<file path="src/rtl/serial_sub_ctrl_pkg.sv">
// serial_sub_ctrl_pkg: shared state encoding and default width for the bit-serial subtractor
package serial_sub_ctrl_pkg;
   typedef enum logic [1:0] {IDLE, SHIFT, DONE} sub_state_t;
   localparam int SUB_WIDTH_DEF = 8;
endpackage

</file>
<file path="src/rtl/fs_bit_cell.sv">
// fs_bit_cell: 1-bit enabled full subtractor, outputs forced low when disabled
module fs_bit_cell (
   input  logic a_i,
   input  logic b_i,
   input  logic bin_i,
   input  logic en_i,
   output logic y_o,
   output logic bout_o
);
   assign y_o    = en_i & (a_i ^ b_i ^ bin_i);
   assign bout_o = en_i & ((~a_i & b_i) | (bin_i & ~(a_i ^ b_i)));
endmodule

</file>
<file path="src/rtl/serial_sub_ctrl.sv">
// serial_sub_ctrl: sequences WIDTH LSB-first passes of a 1-bit subtract cell into a full difference
module serial_sub_ctrl
   import serial_sub_ctrl_pkg::*;
#(
   parameter int WIDTH = SUB_WIDTH_DEF
) (
   input  logic             clk,
   input  logic             rst,
   input  logic             start,
   input  logic [WIDTH-1:0] a,
   input  logic [WIDTH-1:0] b,
   output logic             busy,
   output logic             done,
   output logic [WIDTH-1:0] diff,
   output logic             borrow
);
   localparam int CW = $clog2(WIDTH + 1);
   sub_state_t state_q, state_d;
   logic [WIDTH-1:0] sa_q, sa_d, sb_q, sb_d, sr_q, sr_d, sr_nx, diff_q, diff_d;
   logic [CW-1:0] cnt_q, cnt_d;
   logic br_q, br_d, borrow_q, borrow_d, busy_q, busy_d, done_q, done_d;
   logic shifting, accept, y, bout;
   assign shifting = state_q == SHIFT;
   assign accept   = start && (state_q == IDLE || state_q == DONE);
   fs_bit_cell u_cell (
      .a_i   (sa_q[0]),
      .b_i   (sb_q[0]),
      .bin_i (br_q),
      .en_i  (shifting),
      .y_o   (y),
      .bout_o(bout)
   );
   // new bit enters at the MSB so after WIDTH shifts bit 0 holds the first (LSB) result
   assign sr_nx = WIDTH'({y, sr_q} >> 1);
   always_comb begin
      state_d  = state_q;
      sa_d     = sa_q;
      sb_d     = sb_q;
      sr_d     = sr_q;
      br_d     = br_q;
      cnt_d    = cnt_q;
      diff_d   = diff_q;
      borrow_d = borrow_q;
      if (accept) begin
         sa_d    = a;
         sb_d    = b;
         br_d    = 1'b0;
         cnt_d   = '0;
         state_d = SHIFT;
      end else if (shifting) begin
         sa_d  = sa_q >> 1;
         sb_d  = sb_q >> 1;
         sr_d  = sr_nx;
         br_d  = bout;
         cnt_d = cnt_q + CW'(1);
         if (cnt_q == CW'(WIDTH - 1)) begin
            diff_d   = sr_nx;
            borrow_d = bout;
            state_d  = DONE;
         end
      end else begin
         state_d = IDLE;
      end
      busy_d = state_d == SHIFT;
      done_d = state_d == DONE;
   end
   always_ff @(posedge clk) begin
      if (rst) begin
         state_q  <= IDLE;
         sa_q     <= '0;
         sb_q     <= '0;
         sr_q     <= '0;
         br_q     <= 1'b0;
         cnt_q    <= '0;
         diff_q   <= '0;
         borrow_q <= 1'b0;
         busy_q   <= 1'b0;
         done_q   <= 1'b0;
      end else begin
         state_q  <= state_d;
         sa_q     <= sa_d;
         sb_q     <= sb_d;
         sr_q     <= sr_d;
         br_q     <= br_d;
         cnt_q    <= cnt_d;
         diff_q   <= diff_d;
         borrow_q <= borrow_d;
         busy_q   <= busy_d;
         done_q   <= done_d;
      end
   end
   assign busy   = busy_q;
   assign done   = done_q;
   assign diff   = diff_q;
   assign borrow = borrow_q;
endmodule
</file>
<file path="config.mk">
export PLATFORM = sky130hd
export DESIGN_NAME = serial_sub_ctrl
export DESIGN_NICKNAME = d
export VERILOG_FILES = /design/src/rtl/serial_sub_ctrl_pkg.sv /design/src/rtl/fs_bit_cell.sv /design/src/rtl/serial_sub_ctrl.sv
export SDC_FILE = /design/constraint.sdc
export NUM_CORES = 1
export LEC_CHECK = 0
export BUFFER_PORTS_ARGS = -buffer_cell sky130_fd_sc_hd__buf_2
export CAP_MARGIN = 25
export CELL_PAD_IN_SITES_DETAIL_PLACEMENT = 2
export CELL_PAD_IN_SITES_GLOBAL_PLACEMENT = 2
export CORE_MARGIN = 2
export CORE_UTILIZATION = 30
export DETAILED_ROUTE_END_ITERATION = 8
export PLACE_DENSITY = 0.75
export SYNTH_ARGS = -nofsm -noshare
export SYNTH_HDL_FRONTEND = slang
export SYNTH_SLANG_ARGS = --single-unit
</file>
<file path="constraint.sdc">
create_clock -name clk -period 1.37 [get_ports clk]
set_input_delay 0.274 -clock clk [delete_from_list [all_inputs] [get_ports clk]]
set_output_delay 0.274 -clock clk [all_outputs]
set_load 0.02 [all_outputs]
</file>
# == After elaboration in Yosys (flattened, before gate mapping) ==
# Cells that the tools add are included.
# op_classes
bitwise,10
n_reduce_logical,7
mux,7
n_eq_ne,5
n_addsub,1
# op_table
operator,count
$mux 8,4
$mux 2,3
$add 4x1->4 const B,1
$and 1x1->1,4
$eq 2x1->1 const B,2
$eq 2x2->1 const B,2
$eq 4x3->1 const B,1
$not 1->1,3
$reduce_and 3->1,1
$logic_not 2->1,1
$reduce_and 2->1,1
$reduce_bool 2->1,1
$reduce_or 2->1,1
$xor 1x1->1,2
$logic_and 1x1->1,1
$logic_or 1x1->1,1
$or 1x1->1,1
# totals
reg_bits,42
out_inout_bits,11
inputBits,19

# == Longest topological paths before layout ==
# depth
ltp_word,5
ltp_mapped,5
depth_no_buf,4

# == Hierarchy ==
# Synthesis repeated with hierarchy kept, for this count alone.
# hier_totals
hier_cells,188
hier_area_um2,1826.8
# by_module_without_submodules
module,area_per_inst_um2,cells_each,seq_area_each_um2,n_inst
serial_sub_ctrl,1783.0,184,820.8,1
fs_bit_cell,43.8,4,0.0,1

# == Least setup slack after synthesis ==
# OpenSTA, ideal clock, no wires.
# synth_timing
kind,register -> register
start,reg cnt_q[0]
end,"reg borrow_q, in the netlist borrow"
t_required_ns,1.298
setup_time_ns,0.072
stages_incl_launch_ff,6
arrival_ns,1.215
path_slack_ns,0.083
period_less_slack_ns,1.287
cell_sequence,dfxtp_1 -> ha_1 -> nand3b_1 -> nor3b_2 -> buf_6 -> mux2i_1
# synth_via
elab_chain_len,2
# synth_rtl
item,line_no,text
from (decl),serial_sub_ctrl.sv:20,"logic [CW-1:0] cnt_q, cnt_d;"
from (signal assigned),serial_sub_ctrl.sv:85,cnt_q <= cnt_d;
$eq 4x3->1,serial_sub_ctrl.sv:56,if (cnt_q == CW'(WIDTH - 1)) begin
$reduce_and 3->1 (no line),-,
to (signal assigned),serial_sub_ctrl.sv:87,borrow_q <= borrow_d;
to (decl),serial_sub_ctrl.sv:21,"logic br_q, br_d, borrow_q, borrow_d, busy_q, busy_d, done_q, done_d;"
# Every way passes these cells.
# A chain may end at the register's enable or synchronous reset.

# == Worst setup path after layout ==
# layout_timing
start,reg cnt_q[0]
end,"reg diff_q[1], in the netlist diff[1]"
# layout_via
elab_chain_len,2
# layout_rtl
item,line_no,text
$eq 4x3->1,serial_sub_ctrl.sv:56,
$reduce_and 3->1 (no line),-,
to (signal assigned),serial_sub_ctrl.sv:86,diff_q <= diff_d;
to (decl),serial_sub_ctrl.sv:19,"logic [WIDTH-1:0] sa_q, sa_d, sb_q, sb_d, sr_q, sr_d, sr_nx, diff_q, diff_d;"
# Every way passes these cells.

==> metrics.yaml <==
status: "completed"
hold_viol_final: 0
r2r-start: "cnt_q[0]"
r2r_cells: 5
start_util_pct: 31.24
r2r_end: "diff[1]"
gr-total-overflow: 0
pin_count: 30
crit_arrival_ps: 1570
drt-initial-drc-count: 63
finalMaxSlewViolations: 0
die_w_um: 79.73
rsz0062_at_grt: "true"
slew-limit-headroom_pct: 76.73
worstPathMaxFanout: 5
critical_path_depth: 5
min_period_ps: 1342
syn_area_um2: 1720
clockBufferDepth: 2
first_pass_iters: 4
critPathLaunch: "cnt_q[0]"
setup_tns_ps: 0
htree_levels: 2
antenna_found_initial: 0
critPathMaxStageDelay_ps: 360
clk_latency_ps: 290
synth_seq_cells: 41
area_growth_pct: 23.42
cts-root-buf: "clkbuf_8"
drive_gt1_share_pct: 26.67
ant_nets: 0
worstHoldPathCells: 3
cp_top_family: "simple AND/OR/NAND/NOR gates"
cts_tree: "built"
routed_via_density: 4.835
num_vias: 1436
hold_ws_ps: 262.4
portBuffers: 29
synth_nets: 210
p_leak_nw: 0.7911
wl_per_cell_um: 15.00
max_freq_ghz: 0.7453
fin_worst_skew_ps: 3.175
core-area_um2: 5507
finalNetCount: 245
crit_end: "diff[1]"
synth_area_leader_cell: "dfxtp_1"
critical_path.cell_chain: "ha_4, nand3b_1, nor3b_2, buf_4, mux2i_1"
dpl_cell_area_um2: 1983
setup_ws_ps: 28.20
period_share_pct: 97.94
grt_pass1_vias: 1507
wl_um: 4454
synth_top_cell_area_share_pct: 47.71
maxCapViolCount: 0
worstPathRequired_ps: 1590
dieArea_um2: 6356
power.density_nw_per_um2: 1107
tightest_slew_ps: 349.0
track_usage_pct: 15.42
cts_sinks: 41
drc: 0
rows: 27
synthCells: 189
dp_hpwl_um: 3014
yosys_warnings: 0
dp_slack_ps: -64.47
clk_pin_slew_ps: 80
cp-end-kind: "register"
min_path_type: "in2reg"
final_area_um2: 2123
grt_pass1_wl_um: 7569
synth_area_leaders: "dfxtp_1, nand2_1, nand2b_1, mux2i_1, a311oi_1"
die_h_um: 79.73
gp_congestion: 0.7089
ff2ff_setup_slack_ps: 30
path_buf_inv: 1
final_core_util_pct: 38.56
setup_violations: 0
diodes: 0
grt_max_degree: 29
crit_path_top_delay_cell: "dfxtp_2"
worstSetupPathType: "reg2reg"
layout_common_cells: "nand2_1, dfxtp_1, buf_2, nand2b_1, nor2_1"
cts_made_buffers: 5
cp-start-kind: "register"
fillers: 622
ys_types: 28
synth_area_per_cell_um2: 9.103
irDropWorstVdd_v: 0.0004885
yosysSeqAreaShare_pct: 47.71
-- synthesized netlist by cell type --
master / instances
a211oi_1: 4
a21oi_1: 12
a22oi_1: 3
a311oi_1: 7
a311oi_2: 4
a41oi_1: 1
and2b_1: 1
buf_2: 6
buf_4: 4
buf_6: 2
clkbuf_1: 4
dfxtp_1: 41
fa_1: 1
ha_1: 1
inv_1: 2
mux2i_1: 10
nand2_1: 38
nand2b_1: 19
nand3_1: 4
nand3b_1: 1
nor2_1: 14
nor2b_1: 3
nor3_1: 2
nor3b_2: 1
o21ai_0: 1
or3_1: 1
xnor2_1: 1
xor2_1: 1
-- worst min-delay path by stage --
stage | to | start | slack, ps
floorplan | sr_q[1] | sr_q[1] | 440
global placement | sr_q[1] | sr_q[1] | 440
detailed placement | sr_q[1] | sr_q[1] | 450
CTS | sb_q[4] | b[4] | 260
global route | sa_q[5] | a[5] | 270
finish | sb_q[4] | b[4] | 260
-- power by group --
group | internal, mW | leakage [nW] | switching (mW)
logic | 0.135 | 0.411 | 0.160
clock network | 0.354 | 0.0450 | 0.421
registers | 1.24 | 0.336 | 0.0360
-- metrics by stage --
stage                     instances  power [mW]
after global routing            297       2.467
after global placement          284       1.582
after floorplan                 189       1.482
after CTS                       297       2.372
after detailed placement        284       1.594
final                           297       2.350
-- cell type report --
| cell class | count | area (µm²) | area share, % |
|---|---|---|---|
| Sequential cell | 41 | 824.5 | 38.83 |
| Multi-Input combinational cell | 130 | 807.0 | 38.01 |
| Timing Repair Buffer | 44 | 311.5 | 14.67 |
| Tap cell | 72 | 90.09 | 4.243 |
| Clock buffer | 6 | 72.57 | 3.418 |
| Clock inverter | 2 | 10.01 | 0.4714 |
| Inverter | 2 | 7.507 | 0.3536 |
-- metal layers --
| layer | vias to the layer above | track usage, % | share of wire, % |
|---|---|---|---|
| li1 | 706 | - | - |
| met1 | 702 | 20.07 | 47 |
| met2 | 24 | 25.63 | 49 |
| met3 | 4 | 3.167 | 3.2 |
| met4 | 0 | 4.655 | 0.88 |
| met5 | - | 0 | 0 |
-- cell families after synthesis --
group,count (synthesis),share of synthesized area (%)
adder cells (fa/ha/maj),2,1.891
AO/OA/AOI/OAI,32,14.40
AND/OR/NAND/NOR,84,23.06
flip-flops,41,47.71
buffers and inverters,18,6.109
multiplexers,10,5.818
XOR/XNOR,2,1.018
-- worst reg2reg max path, delay by kind of cell (launching register included) --
family / cells / cell delay [ps]
AND/OR/NAND/NOR: 2 / 390
flip-flops: 1 / 360
buffers and inverters: 1 / 200
multiplexers: 1 / 180
adder cells (fa/ha/maj): 1 / 140
-- sequential cells by signal, summed over array words and instances (netlist names), 2 cells and up --
signal,count
diff,8
state_q,2
cnt_q,4
sa_q,8
sr_q,7
sb_q,8
-- repair_timing --
action,4_1_cts,5_1_grt
gates resized for setup,3,3
hold buffers,0,0
setup buffers,5,1
setup endpoints to repair,8,25
pin swaps,1,2
No activity file was read; power rests on OpenSTA's default activity.
